--- src/rtl/booth_r4_types.sv ---
// Shared types for the radix-4 Booth multiplier: FSM states, Booth digits and the recoder.
package booth_r4_types;

    typedef enum logic [1:0] {
        IDLE = 2'd0,
        CALC = 2'd1,
        DONE = 2'd2
    } state_e;

    typedef enum logic [2:0] {
        ZERO = 3'd0,
        PM   = 3'd1,
        P2M  = 3'd2,
        NM   = 3'd3,
        N2M  = 3'd4
    } booth_digit_e;

    // grp = {Q[1], Q[0], q_-1}
    function automatic booth_digit_e booth_encode(input logic [2:0] grp);
        booth_digit_e dig;
        dig = ZERO;
        unique case (grp)
            3'b000, 3'b111: dig = ZERO;
            3'b001, 3'b010: dig = PM;
            3'b011:         dig = P2M;
            3'b100:         dig = N2M;
            3'b101, 3'b110: dig = NM;
            default:        dig = ZERO;
        endcase
        return dig;
    endfunction

endpackage

--- src/rtl/booth_r4_digit_addend.sv ---
// Combinational Booth recoder: maps a 3-bit multiplier group to the signed addend 0/+-M/+-2M.
module booth_r4_digit_addend
    import booth_r4_types::*;
#(
    parameter int unsigned WIDTH = 16
) (
    input  logic [2:0]       group_i,
    input  logic [WIDTH+1:0] m_i,
    output logic [WIDTH+2:0] addend_o
);

    logic [WIDTH+2:0] m1;
    logic [WIDTH+2:0] m2;

    // M is already sign/zero-extended to WIDTH+2 bits, so one more sign bit is enough.
    assign m1 = {m_i[WIDTH+1], m_i};
    assign m2 = {m_i, 1'b0};

    always_comb begin
        addend_o = '0;
        unique case (booth_encode(group_i))
            ZERO:    addend_o = '0;
            PM:      addend_o = m1;
            P2M:     addend_o = m2;
            NM:      addend_o = -m1;
            N2M:     addend_o = -m2;
            default: addend_o = '0;
        endcase
    end

endmodule

--- src/rtl/booth_r4_multiplier.sv ---
// Sequential radix-4 Booth multiplier, two multiplier bits per cycle, signed/unsigned per op.
// Optional overflow flag enabled by defining BOOTH_R4_OVERFLOW_EN.
module booth_r4_multiplier
    import booth_r4_types::*;
#(
    parameter int unsigned WIDTH = 16
) (
    input  logic               clk_i,
    input  logic               reset_i,
    input  logic [WIDTH-1:0]   multiplicand_i,
    input  logic [WIDTH-1:0]   multiplier_i,
    input  logic               signed_i,
    input  logic               start_i,
    output logic               ready_o,
    output logic               done_o,
    output logic [2*WIDTH-1:0] product_o
`ifdef BOOTH_R4_OVERFLOW_EN
    ,
    output logic               overflow_o
`endif
);

    localparam int unsigned ITER = WIDTH / 2 + 1;
    localparam int unsigned CW   = $clog2(ITER);

    if ((WIDTH < 4) || (WIDTH % 2 != 0)) begin : g_bad_width
        $fatal(1, "booth_r4_multiplier: WIDTH must be even and >= 4");
    end

    typedef struct packed {
        state_e           st;
        logic [WIDTH+1:0] m;
        logic [WIDTH+2:0] a;
        logic [WIDTH+1:0] q;
        logic             qm1;
        logic [CW-1:0]    cnt;
`ifdef BOOTH_R4_OVERFLOW_EN
        logic             sgn;
`endif
    } calc_t;

    calc_t              st_q;
    logic               ready_q;
    logic               done_q;
    logic [2*WIDTH-1:0] product_q;

    logic [WIDTH+2:0]   addend;
    logic [WIDTH+2:0]   sum;
    logic [WIDTH+2:0]   a_d;
    logic [WIDTH+1:0]   q_d;
    logic [2*WIDTH-1:0] prod_d;

    booth_r4_digit_addend #(
        .WIDTH (WIDTH)
    ) u_addend (
        .group_i  ({st_q.q[1:0], st_q.qm1}),
        .m_i      (st_q.m),
        .addend_o (addend)
    );

    // Add the digit, then arithmetic shift {A, Q, q_-1} right by two.
    always_comb begin
        sum    = st_q.a + addend;
        a_d    = {{2{sum[WIDTH+2]}}, sum[WIDTH+2:2]};
        q_d    = {sum[1:0], st_q.q[WIDTH+1:2]};
        prod_d = {a_d[WIDTH-3:0], q_d};
    end

`ifdef BOOTH_R4_OVERFLOW_EN
    logic overflow_q;
    logic ovf_d;

    always_comb begin
        if (st_q.sgn) begin
            ovf_d = !((&prod_d[2*WIDTH-1:WIDTH-1]) || !(|prod_d[2*WIDTH-1:WIDTH-1]));
        end else begin
            ovf_d = |prod_d[2*WIDTH-1:WIDTH];
        end
    end
`endif

    always_ff @(posedge clk_i) begin
        if (reset_i) begin
            st_q      <= '0;
            ready_q   <= 1'b1;
            done_q    <= 1'b0;
            product_q <= '0;
`ifdef BOOTH_R4_OVERFLOW_EN
            overflow_q <= 1'b0;
`endif
        end else begin
            unique case (st_q.st)
                IDLE, DONE: begin
                    if (start_i) begin
                        st_q.st  <= CALC;
                        st_q.m   <= signed_i ? {{2{multiplicand_i[WIDTH-1]}}, multiplicand_i}
                                             : {2'b00, multiplicand_i};
                        st_q.q   <= signed_i ? {{2{multiplier_i[WIDTH-1]}}, multiplier_i}
                                             : {2'b00, multiplier_i};
                        st_q.a   <= '0;
                        st_q.qm1 <= 1'b0;
                        st_q.cnt <= '0;
`ifdef BOOTH_R4_OVERFLOW_EN
                        st_q.sgn   <= signed_i;
                        overflow_q <= 1'b0;
`endif
                        ready_q  <= 1'b0;
                        done_q   <= 1'b0;
                    end
                end
                CALC: begin
                    st_q.a   <= a_d;
                    st_q.q   <= q_d;
                    st_q.qm1 <= st_q.q[1];
                    st_q.cnt <= st_q.cnt + 1'b1;
                    if (st_q.cnt == CW'(ITER - 1)) begin
                        st_q.st   <= DONE;
                        ready_q   <= 1'b1;
                        done_q    <= 1'b1;
                        product_q <= prod_d;
`ifdef BOOTH_R4_OVERFLOW_EN
                        overflow_q <= ovf_d;
`endif
                    end
                end
                default: begin
                    st_q.st <= IDLE;
                    ready_q <= 1'b1;
                    done_q  <= 1'b0;
                end
            endcase
        end
    end

    assign ready_o   = ready_q;
    assign done_o    = done_q;
    assign product_o = product_q;
`ifdef BOOTH_R4_OVERFLOW_EN
    assign overflow_o = overflow_q;
`endif

endmodule
--- config.mk ---
export PLATFORM = sky130hd
export DESIGN_NAME = booth_r4_multiplier
export DESIGN_NICKNAME = d
export VERILOG_FILES = /design/src/rtl/booth_r4_types.sv /design/src/rtl/booth_r4_digit_addend.sv /design/src/rtl/booth_r4_multiplier.sv
export SDC_FILE = /design/constraint.sdc
export NUM_CORES = 1
export LEC_CHECK = 0
export CORE_ASPECT_RATIO = 1.1
export CORE_MARGIN = 2
export CORE_UTILIZATION = 45
export CTS_CLUSTER_DIAMETER = 30
export CTS_CLUSTER_SIZE = 40
export DETAILED_ROUTE_END_ITERATION = 10
export PLACE_DENSITY = 0.8
export SYNTH_ARGS = -nofsm -noshare
export SYNTH_HDL_FRONTEND = slang
export SYNTH_SLANG_ARGS = --single-unit
--- constraint.sdc ---
create_clock -name clk_i -period 4.3 [get_ports clk_i]
set_input_delay 0.43 -clock clk_i [delete_from_list [all_inputs] [get_ports clk_i]]
set_output_delay 0.43 -clock clk_i [all_outputs]
set_load 0.01 [all_outputs]
==> impl_metrics.csv <==
group,metric,value,unit
status,outcome,"complete, no violations",
logic_synthesis,synth_top_area_cell,"dfxtp_1",
logic_synthesis,ys_ff_latch,95,
finish,diodes,0,
route,ant_nets,0,
logic_synthesis,async_reset_ff_share,0,%
cts,clock_latency,0.35,ns
floorplan,chipWidth,108,um
logic_synthesis,synth_top_cell_area_share,35.8,%
route,wire_per_inst,16.0,um
logic_synthesis,syn_area,0.00532,sq mm
floorplan,coreArea,0.0115,sq mm
sta,period_share,92.7,%
logic_synthesis,syn_nets,756,
sta,min_period,3.99,ns
floorplan,pin_count,70,
route,drc,0,
critical_path,crit_type,"reg2reg",
cts,clk_pin_slew_worst_paths,0.07,ns
pwr,leakage,2.45,nW
global_routing,grt_max_degree,59,
pwr,peakVddDrop,0.310,mV
min_path,worstHoldStart,"product_o[15]",
cts,root_buffer,"clkbuf_16",
route,routed_via_density,5.71,
sta,finClkSkew,0.00861,ns
critical_path,regToRegStartpoint,"st_q[42]",
cts,hold_buffers,0,
logic_synthesis,syn_inst,697,
logic_synthesis,synth_most_common_cell,"nand2_1",
route,drtIter0Drc,313,
critical_path,critPathArrivalTime,4.22,ns
logic_synthesis,synthTopCellsByCount,"nand2_1, dfxtp_1, a21oi_1",
critical_path,r2r-end,"st_q[40]",
logic_synthesis,ys_seq_area_share,35.8,%
critical_path,cp_data_required_time,4.53,ns
cts,cts_buffers,9,
sta,setup_tns,0,ns
sta,rsz0062_at_grt,"no",
finish,drive_above_1_share,7.21,%
critical_path,r2r_cells,14,
sta,hold_viol,0,
critical_path,crit_start,"st_q[42]",
logic_synthesis,postSynthAreaPerCell,7.63,sq um
cts,tritoncts,"yes",
min_path,hold_depth,2,
critical_path,cp_max_fo,6,
finish,area_delta_synth_final,21.6,%
cts,cts_buffer_depth,2,
finish,nets,803,
critical_path,crit_path_end_kind,"flop",
global_routing,grt_pass1_vias,4937,
critical_path,r2r_setup_slack,0.31,ns
floorplan,rows,41,
route,wl,14400,um
sta,worstMarginPinSlew,0.928,ns
logic_synthesis,synth_edf_count,0,
logic_synthesis,ys_types,54,
cts,cts_sinks,95,
logic_synthesis,synth_top_cells_by_area,"dfxtp_1, nand2_1, a21oi_1",
logic_synthesis,yosysWarnings,0,
critical_path,startpoint_type,"flop",
cts,htree_levels,3,
sta,maxSlewViolCount,0,
flow_run,cap_violations,0,
global_routing,overflow,0,
global_routing,track_usage,23.1,%
min_path,hp-class,"reg2reg",
place,gp_congestion,0.911,
min_path,worst_hold_path.endpoint,"product_o[15]",
global_routing,grt_first_pass_wirelength,23900,um
sta,slew_headroom,38.2,%
sta,fmax,251,MHz
place,dp_hpwl,10300,um
floorplan,die_area,0.0127,sq mm
global_routing,antenna_found_initial,0,
route,vias,5133,
floorplan,die_y,118,um
floorplan,initial_core_util,46.3,%
logic_synthesis,synth_ff_type,"dfxtp_1",
sta,finalSetupViolCount,0,
route,drt_pass1_iterations,5,
finish,post-route-util,56.3,%
pwr,p_per_area,333,mW/mm^2
place,io_buffers,69,
-- how the worst max path moves through the flow --
stage,to,slack (ns)
2_1_floorplan,st_q[40],0.30
3_3_place_gp,st_q[40],0.31
3_5_place_dp,st_q[40],0.23
4_1_cts,st_q[40],0.21
5_1_grt,product_o[28],0.007
6_report,st_q[40],0.31
-- layout make-up --
cell class              instances  area [sq um]
flip-flops and latches         95          1900
fillers                      1083          5020
multi-input cells             539          3180
inverters                       8          30.0
clock inverters                 6          75.1
repair buffers                 91           851
well taps                     150           188
clock buffers                  10           239
-- metrics by stage --
step	std cells	power (mW)	hold WS, ns	setup WS (ns)	cell area, sq um
global placement	883	1.30	0.447	0.313	6130
detailed placement	883	1.31	0.449	0.231	6130
global route	899	2.24	0.477	0.00744	6470
CTS	899	2.16	0.460	0.207	6450
finish	899	2.16	0.456	0.314	6470
floorplan	697	1.20	0.432	0.305	5320
-- flip-flops by register name (all words and copies together) (netlist names), named ones only --
register and cells:
product_o 32, st_q 43, ready_o 1, prod_d 16
-- where the power goes --
| part | internal, mW | total (mW) | switching (mW) |
|---|---|---|---|
| registers | 0.910 | 0.947 | 0.0373 |
| logic | 0.147 | 0.357 | 0.210 |
| clock network | 0.478 | 0.851 | 0.373 |
-- metal layers --
metal | part of all wire, % | global-route usage [%] | wire length [um]
met5 | 0 | 0 | 0
met3 | 5.1 | 3.77 | 732
met4 | 2.6 | 9.78 | 378
met2 | 50 | 39.7 | 7170
met1 | 43 | 28.3 | 6140
-- cells in the final DEF (no fill, tap or decap), types with 5 or more instances in the layout --
master and n:
a21oi_1 91, nor2b_1 6, clkdlybuf4s50_1 68, nand2b_1 14, nand3_1 13, a21o_1 8
nor2_1 50, o22ai_1 13, a22oi_1 37, nor4_1 5, clkbuf_16 9, ha_1 22
dfxtp_1 95, nand2_1 136, xor2_1 19, o21ai_0 25, nor3_1 14, buf_4 22
nand4b_1 5, xnor2_1 13, inv_1 8
-- cell families (layout without fill, tap and decap cells) --
logic type / after synthesis / after routing / synth area share (%)
multiplexers: 6 / 6 / 1.18
AO/OA/AOI/OAI: 207 / 207 / 23.9
adder cells (fa/ha/maj): 23 / 23 / 5.55
XOR/XNOR: 32 / 32 / 5.27
AND/OR/NAND/NOR: 271 / 271 / 23.4
flip-flops: 95 / 95 / 35.8
buffers and inverters: 63 / 115 / 4.94
-- critical path: stages, from the launching register on --
cell and delay (ns):
dfxtp_1 0.32, or3_1 0.46, or3_1 0.41, nor3_1 0.20
xnor2_1 0.11, mux2i_1 0.14, o22ai_1 0.10, ha_1 0.39
a21oi_1 0.08, o21ai_0 0.25, nor2b_1 0.20, a211oi_2 0.06
a31oi_1 0.29, mux2_2 0.38, or4_4 0.46
-- what timing repair did --
item	CTS	global route
setup buffers	0	0
endpoints found under the setup margin	0	2
gates resized for setup	0	3
No activity file was read; power rests on OpenSTA's default activity.
